`src/rtl/aes_pkg.sv`:
```
// Shared AES key-schedule types and constants used by the key-schedule controller
// and its round-key buffer.
package aes_pkg;

    localparam int AES_NR = 10;

    typedef enum logic [1:0] {
        IDLE   = 2'd0,
        LOAD   = 2'd1,
        EXPAND = 2'd2,
        DONE   = 2'd3
    } aes_ksc_state_t;

    typedef logic [127:0] aes_rkey_t;

    // True when idx names one of the NR+1 cached round keys.
    function automatic logic rkey_idx_ok(input logic [3:0] idx, input int nr);
        return idx <= 4'(nr);
    endfunction

endpackage

```
`src/rtl/aes_rkey_buf.sv`:
```
// (NR+1) x 128-bit round-key register file: one synchronous write port, one registered
// read port, optional whole-buffer clear (AES_KEY_ZEROIZE_EN).
module aes_rkey_buf
    import aes_pkg::*;
#(
    parameter int NR = AES_NR
) (
    input  logic       clk,
    input  logic       rst_n,
    input  logic       clr,
    input  logic       wr_en,
    input  logic [3:0] wr_idx,
    input  aes_rkey_t  wr_data,
    input  logic       rd_en,
    input  logic       rd_allow,
    input  logic [3:0] rd_idx,
    output logic       rd_valid,
    output logic       rd_err,
    output aes_rkey_t  rd_data
);

    aes_rkey_t mem [NR+1];
    logic      rd_ok;

    assign rd_ok = rd_allow && rkey_idx_ok(rd_idx, NR);

`ifdef AES_KEY_ZEROIZE_EN
    // Key material must not survive reset or an explicit clear.
    always_ff @(posedge clk or negedge rst_n) begin
        if (!rst_n) begin
            for (int i = 0; i <= NR; i++) mem[i] <= '0;
        end else if (clr) begin
            for (int i = 0; i <= NR; i++) mem[i] <= '0;
        end else if (wr_en) begin
            mem[wr_idx] <= wr_data;
        end
    end
`else
    logic unused_clr;
    assign unused_clr = clr;

    // NOTE: storage arrays get no reset; every entry is rewritten before keys_ready
    // rises, so resetting them would only add reset fan-out to 1408 flops.
    always_ff @(posedge clk) begin
        if (wr_en) mem[wr_idx] <= wr_data;
    end
`endif

    // NOTE: sequential state is assigned with <= so every flop samples pre-edge values.
    always_ff @(posedge clk or negedge rst_n) begin
        if (!rst_n) begin
            rd_valid <= 1'b0;
            rd_err   <= 1'b0;
            rd_data  <= '0;
        end else begin
            rd_valid <= rd_en;
            rd_err   <= rd_en && !rd_ok;
            if (rd_en) rd_data <= rd_ok ? mem[rd_idx] : '0;
        end
    end

endmodule

```
`src/rtl/aes_key_sched_ctrl.sv`:
```
// AES-128 key-schedule controller: loads a key into the external expander, caches all
// round keys, serves them by index. Optional zeroize via AES_KEY_ZEROIZE_EN.
module aes_key_sched_ctrl
    import aes_pkg::*;
#(
    parameter int NR = AES_NR
) (
    input  logic         clk,
    input  logic         rst_n,
    input  logic         key_valid,
    output logic         key_ready,
    input  logic [127:0] key,
    output logic         kld,
    output logic         enable,
    input  logic [31:0]  rkey0,
    input  logic [31:0]  rkey1,
    input  logic [31:0]  rkey2,
    input  logic [31:0]  rkey3,
    output logic         keys_ready,
    input  logic         rd_en,
    input  logic [3:0]   rd_idx,
    output logic         rd_valid,
    output logic [127:0] rd_data,
    output logic         rd_err,
    input  logic         zeroize
);

    localparam logic [3:0] LAST = 4'(NR);

    aes_ksc_state_t state_q, state_d;
    logic [3:0]     cnt_q, cnt_d;
    logic           key_ready_q, keys_ready_q;
    logic           accept, buf_we, zero_req, rd_allow;

    // The key itself is consumed by the expander on the kld cycle, not here.
    logic unused_key;
    assign unused_key = ^key;

`ifdef AES_KEY_ZEROIZE_EN
    assign zero_req = zeroize;
`else
    logic unused_zeroize;
    assign unused_zeroize = zeroize;
    assign zero_req       = 1'b0;
`endif

    assign accept = key_valid && key_ready_q;

    // NOTE: every variable written here gets a default first, so no path can infer a latch.
    always_comb begin
        state_d = state_q;
        cnt_d   = cnt_q;
        buf_we  = 1'b0;
        unique case (state_q)
            IDLE, DONE: begin
                if (accept) state_d = LOAD;
            end
            LOAD: begin
                state_d = EXPAND;
                cnt_d   = '0;
            end
            EXPAND: begin
                buf_we = 1'b1;
                if (cnt_q == LAST) state_d = DONE;
                else               cnt_d   = cnt_q + 4'd1;
            end
            default: state_d = IDLE;
        endcase
        // Zeroize outranks a same-cycle key handshake and any capture in flight.
        if (zero_req) begin
            state_d = IDLE;
            cnt_d   = '0;
            buf_we  = 1'b0;
        end
    end

    // Handshake flags are registered so every output reads 0 while reset is held.
    always_ff @(posedge clk or negedge rst_n) begin
        if (!rst_n) begin
            state_q      <= IDLE;
            cnt_q        <= '0;
            key_ready_q  <= 1'b0;
            keys_ready_q <= 1'b0;
        end else begin
            state_q      <= state_d;
            cnt_q        <= cnt_d;
            key_ready_q  <= (state_d == IDLE) || (state_d == DONE);
            keys_ready_q <= (state_d == DONE);
        end
    end

    assign key_ready  = key_ready_q;
    assign keys_ready = keys_ready_q;
    assign kld        = (state_q == LOAD);
    assign enable     = (state_q == EXPAND) && (cnt_q != LAST);
    assign rd_allow   = (state_q == DONE) && !zero_req;

    aes_rkey_buf #(.NR(NR)) u_buf (
        .clk      (clk),
        .rst_n    (rst_n),
        .clr      (zero_req),
        .wr_en    (buf_we),
        .wr_idx   (cnt_q),
        .wr_data  ({rkey0, rkey1, rkey2, rkey3}),
        .rd_en    (rd_en),
        .rd_allow (rd_allow),
        .rd_idx   (rd_idx),
        .rd_valid (rd_valid),
        .rd_err   (rd_err),
        .rd_data  (rd_data)
    );

    kld_enable_exclusive: assert property (@(posedge clk) disable iff (!rst_n) !(kld && enable));

endmodule

```
`config.mk`:
```
export PLATFORM = sky130hd
export DESIGN_NAME = aes_key_sched_ctrl
export DESIGN_NICKNAME = d
export VERILOG_FILES = /design/src/rtl/aes_pkg.sv /design/src/rtl/aes_rkey_buf.sv /design/src/rtl/aes_key_sched_ctrl.sv
export SDC_FILE = /design/constraint.sdc
export NUM_CORES = 1
export LEC_CHECK = 0
export CORE_ASPECT_RATIO = 1.75
export CORE_MARGIN = 4
export CORE_UTILIZATION = 45
export CTS_CLUSTER_DIAMETER = 50
export DETAILED_ROUTE_END_ITERATION = 7
export GPL_ROUTABILITY_DRIVEN = 0
export SLEW_MARGIN = 20
export SYNTH_ARGS = -nofsm -noshare
export SYNTH_HDL_FRONTEND = slang
export SYNTH_HIERARCHICAL = 1
export SYNTH_SLANG_ARGS = --single-unit
```
`constraint.sdc`:
```
create_clock -name clk -period 24.7 [get_ports clk]
set_input_delay 3.705 -clock clk [delete_from_list [all_inputs] [get_ports clk]]
set_output_delay 3.705 -clock clk [all_outputs]
set_load 0.02 [all_outputs]
```
==> results.toml, run 1 <==
[outcome]
status = "finished, final reports clean"

[clock_network]
cts_made_buffers = 145
root_buffer = "clkbuf_16"
tritoncts = "yes"
cts_num_sinks = 1546
post_cts_buffers = 0
clk_pin_slew_ns = 0.06
clk_latency_ns = 0.75
cts_resized = 0
cts_max_path_buffers = 3
hold_buffers = 0
htreeDepth = 4

[timing]
fin_tns_setup_ns = 0
post-route-period-util_pct = 31.40
timing.final.ws_setup_ns = 16.95
setup-violations-final = 0
period_needed_ns = 7.755
max_slew_margin_pct = 24.91
drv_slew = 0
rsz0062_at_grt = "false"
fmax_mhz = 129.0
tightestPinTransition_ns = 1.126
hold_violations = 0
finClkSkew_ns = 0.02667

[critical_path]
crit_fanout = 64
endpoint_kind = "flop"
r2r_cells = 5
reg2reg_from = "state_q[0]"
path_class = "in -> reg"
r2r_slack_ns = 21.23
crit_chain = "buf_8 > buf_4 > buf_4 > buf_4 > buf_4 > mux2i_1 > o22ai_1 > nor3_1 > o22ai_1"
start_kind = "input pin"
cp_slowest_cell = "buf_4"
cp_data_required_time_ns = 25.29
cpPeakStageDelay_ns = 0.86
cp.arrival_ns = 8.34
reg2reg_to = "u_buf/mem[2][30]"
path_common_cell = "buf_4"

[floorplanning]
rows = 176
io_pins = 399
die-area_um2 = 138500
start_util_pct = 45.33
die_x_um = 283.1
core_um2 = 131500
die_h_um = 489.4

[routing]
ant_nets = 0
drc = 0
num_vias = 30945
drt_iter0_drc = 2087
firstDrtPassIters = 5
wl_per_cell_um = 26.64
vias_per_cell = 5.698
wl_mm = 144.7

[global_routing]
antenna_found_initial = 24
grt-ovfl-total = 0
grt_pass1_vias = 31822
grt_pass1_wl_mm = 211.9
grt_usage_pct = 20.67
grt_start_max_net_pins = 115

[min_path]
min_to = "u_buf/rd_data[27]"
hold_depth = 2
hp-class = "reg -> reg"
min-delay-start = "u_buf/rd_data[27]"

[layout]
final_layout_size_suffix_gt1_share_pct = 14.55
syn2layout_area_growth_pct = 15.01
nets = 3882

[power]
power_density_nw_per_um2 = 96.40
p_total_mw = 6.607
leakage_nw = 23.23
ir_drop_mv = 0.08022

[synthesis]
synthesis.nets = 3612
synth_area_um2 = 59590
syn_area_per_cell_um2 = 17.84
syn_inst = 3341
yosys_warnings = 6

[run]
cap_violations = 0

[place]
dpl_worst_slack_ns = 16.13
port_buffers = 269
dp_hpwl_mm = 69.57
worst max-delay path by stage:
stage                          start                 end  slack, ns  cells past startpoint
after floorplan           state_q[0]     u_buf/mem[0][0]      14.05                      4
after global placement     rd_idx[0]  u_buf/rd_data[110]      16.17                      9
final                      rd_idx[0]  u_buf/rd_data[110]      16.95                      9
after CTS                  rd_idx[0]  u_buf/rd_data[110]      16.96                      9
after detailed placement   rd_idx[0]  u_buf/rd_data[110]      16.13                      9
after global routing       rd_idx[0]  u_buf/rd_data[110]      16.71                      9
sequential cells by signal, indices dropped and copies added (netlist names):
| signal | cells |
|---|---|
| u_buf/rd_data | 128 |
| u_buf/rd_err | 1 |
| key_ready | 1 |
| cnt_q | 4 |
| state_q | 2 |
| keys_ready | 1 |
| u_buf/mem | 1408 |
| u_buf/rd_valid | 1 |
report_power, final:
| group | internal [mW] | total [mW] | switching (mW) | leakage [nW] |
|---|---|---|---|---|
| Combinational | 0.293 | 0.969 | 0.675 | 6.28 |
| Clock | 1.25 | 2.19 | 0.936 | 2.32 |
| Sequential | 3.33 | 3.45 | 0.113 | 14.6 |
area by class of cell:
type,instances,area [um2]
inverters,134,505.5
fillers,10601,62930
repair buffers,320,3186
diodes,14,35.03
clock buffers,196,4066
well taps,1691,2116
multi-input cells,1464,12280
flip-flops and latches,1546,45730
clock inverters,66,614.3
per-stage QoR:
stage / util [%] / std cells / hold slack, ns / area, um2
after floorplan: - / 3341 / 0.5147 / 59590
after global placement: 48.54 / 5155 / 0.5144 / 63820
after detailed placement: 48.54 / 5155 / 0.5188 / 63820
after CTS: 52.10 / 5417 / 0.5285 / 68500
after global routing: 52.11 / 5420 / 0.5497 / 68510
final: 52.13 / 5431 / 0.5249 / 68530
critical path: cells and delay by family:
| family | cells | cell delay, ns |
|---|---|---|
| multiplexers | 1 | 0.28 |
| buffers and inverters | 5 | 3.62 |
| AND/OR/NAND/NOR | 1 | 0.29 |
| AO/OA/AOI/OAI | 2 | 0.21 |
cells in the final DEF, fill, tap and decap left out, types with 9 or more instances in the layout:
cell and n:
buf_4 43, o22ai_1 247, nor3_1 119, clkbuf_8 15, clkinv_1 10, o21ai_1 24, dfrtp_1 138, clkbuf_1 32
o221ai_1 28, inv_1 133, clkinv_2 34, mux2_2 128, clkdlybuf4s50_1 266, edfxtp_1 1408, o22ai_2 9, clkbuf_16 150
mux2i_1 515, nor3_2 12, bufinv_16 9, o221ai_2 99, nor2_1 129, diode_2 14, o21ai_0 107
layer usage:
metal	global-route usage, %	vias up	routed length [um]
met1	27.22	16341	62380
met5	0	-	71
met3	4.095	197	6964
met2	35.65	690	72590
met4	4.994	12	2662
li1	-	13705	-
No activity file was read; power rests on OpenSTA's default activity.
==> run 2: changes to the inputs <==
--- a/config.mk
+++ b/config.mk
@@ -11,6 +11,7 @@
 export CTS_CLUSTER_DIAMETER = 50
 export DETAILED_ROUTE_END_ITERATION = 7
 export GPL_ROUTABILITY_DRIVEN = 0
+export PLACE_DENSITY = 0.66
 export SLEW_MARGIN = 20
 export SYNTH_ARGS = -nofsm -noshare
 export SYNTH_HDL_FRONTEND = slang
==> constraint.sdc (replaced) <==
create_clock -name clk -period 6.85 [get_ports clk]
set_input_delay 1.0275 -clock clk [delete_from_list [all_inputs] [get_ports clk]]
set_output_delay 1.0275 -clock clk [all_outputs]
set_load 0.02 [all_outputs]
==> run 2 against run 1 <==
Combinational power grew to 3.6 times the previous value. Core utilization rose by 0.22 points. Sequential share of layout area fell by 0.28 points. Clock power grew to 3.6 times the previous value. Critical path depth is 3 lower. Cell count barely moved. Clock-buffer cell count shrank 4. Clock skew is 0.0052 ns lower. Global-route usage down 0.66 points. Via count hardly changed. Sequential power increased to 3.6 times the previous value. Largest power group unchanged.
==> results.toml, run 2 (synthesized netlist as in run 1, its figures left out) <==
[outcome]
status = "finished, final reports clean"

[layout]
fillers = 10394
nets = 3885
syn2layout_area_growth_pct = 15.48
largest_registers = "u_buf/mem (1408), u_buf/rd_data (128), cnt_q (4)"
layout_commonest_cell = "edfxtp_1"
regMostFlops = "u_buf/mem"
final_layout_size_suffix_gt1_share_pct = 14.43
largest_reg_flops = 1408
final_cell_mix = "edfxtp_1, mux2i_1, clkdlybuf4s50_1, o22ai_1, clkbuf_16"

[clock_network]
cts_resized = 0
htreeDepth = 4
post_cts_buffers = 0
cts_num_sinks = 1546
hold_buffers = 0
tritoncts = "yes"
root_buffer = "clkbuf_16"
cts_made_buffers = 142
cts_max_path_buffers = 3
clk_pin_slew_ns = 0.06
clk_latency_ns = 0.77

[timing]
timing.final.ws_setup_ns = 3.183
hold_violations = 0
rsz0062_at_grt = "false"
period_needed_ns = 3.667
post-route-period-util_pct = 53.53
max_slew_margin_pct = 26.71
tightestPinTransition_ns = 1.099
drv_slew = 0
fin_tns_setup_ns = 0
finClkSkew_ns = 0.02150
fmax_mhz = 272.7
setup-violations-final = 0

[critical_path]
reg2reg_from = "state_q[0]"
start_kind = "flop"
cp.arrival_ns = 2.64
reg2reg_to = "u_buf/mem[0][111]"
endpoint = "enable"
r2r_cells = 6
crit_start = "cnt_q[0]"
cp_data_required_time_ns = 5.82
endpoint_kind = "output port"
r2r_slack_ns = 3.54
path_class = "reg -> out"
crit_fanout = 11

[routing]
firstDrtPassIters = 5
drt_iter0_drc = 2090
num_vias = 30960
ant_nets = 0
wl_mm = 140.2
drc = 0
wl_per_cell_um = 25.81
vias_per_cell = 5.700

[global_routing]
grt_usage_pct = 20.01
grt-ovfl-total = 0
grt_start_max_net_pins = 132
grt_pass1_wl_mm = 206.9
antenna_found_initial = 16
grt_pass1_vias = 31996

[place]
port_buffers = 269
dpl_worst_slack_ns = 2.460
dp_hpwl_mm = 70.99

[run]
cap_violations = 0

[power]
p_total_mw = 23.92
ir_drop_mv = 0.2846
leakage_nw = 23.32
power_density_nw_per_um2 = 347.6

[floorplanning]
rows = 176
die_h_um = 489.4
io_pins = 399
core_um2 = 131500
start_util_pct = 45.33
die-area_um2 = 138500
die_x_um = 283.1

[min_path]
hp-class = "in -> async"
==> run 2: cell count changes in the layout (fill, tap and decap cells not counted), sizes merged <==
cell and delta:
clkinv -4, bufinv +3, clkbuf -4, diode -7, buf +6, clkinvlp +1, inv +6
==> run 2: per-layer routing <==
metal  up-vias  wire [um]  global-route usage, %
met1     16139      57780                  25.56
met5         -        112                      0
li1      13728          -                      -
met4        18       3203                  5.791
met2       837      71680                  35.08
met3       238       7449                  3.769
==> run 2: cell type report <==
class                      instances  area (um2)  share of cell area, %
sequential                      1546       45730                  66.46
antenna                            7       17.52                0.02545
inverter                         134       505.5                 0.7345
clock inverter                    72       832.0                  1.209
multi-input combinational       1464       12300                  17.87
timing repair buffer             326        3393                  4.931
clock buffer                     192        3924                  5.702
tap                             1691        2116                  3.074
==> run 2: report_power, final <==
| group | total (mW) | internal [mW] | switching (mW) |
|---|---|---|---|
| combinational | 3.51 | 1.10 | 2.41 |
| sequential | 12.4 | 12.0 | 0.420 |
| clock | 7.99 | 4.54 | 3.44 |
| total | 23.9 | 17.6 | 6.28 |
==> run 2: critical path: stages (launching register included) <==
cell and delay (ns):
dfrtp_1 0.66, inv_1 0.09, ha_1 0.24, nand3b_4 0.09
nand2_2 0.10, inv_1 0.09, clkdlybuf4s50_1 0.60
==> run 2: metrics by stage <==
step	std cells	hold slack (ns)	area [um2]	utilization, %
2_1_floorplan	3341	0.5147	59610	-
3_3_place_gp	5161	0.5167	64050	48.72
3_5_place_dp	5161	0.5190	64050	48.72
4_1_cts	5425	0.1174	68800	52.33
5_1_grt	5427	0.1459	68810	52.34
6_report	5432	0.1586	68820	52.35
==> run 2: how the worst min path moves through the flow <==
stage | startpoint | slack, ns | cells after the start | endpoint
floorplan | state_q[1] | 0.51 | 2 | state_q[1]
finish | rst_n | 0.16 | 1 | u_buf/rd_data[67]
CTS | rst_n | 0.12 | 1 | u_buf/rd_data[67]
global route | rst_n | 0.15 | 1 | u_buf/rd_data[67]
detailed placement | u_buf/rd_data[44] | 0.52 | 2 | u_buf/rd_data[44]
global placement | u_buf/rd_data[42] | 0.52 | 2 | u_buf/rd_data[42]
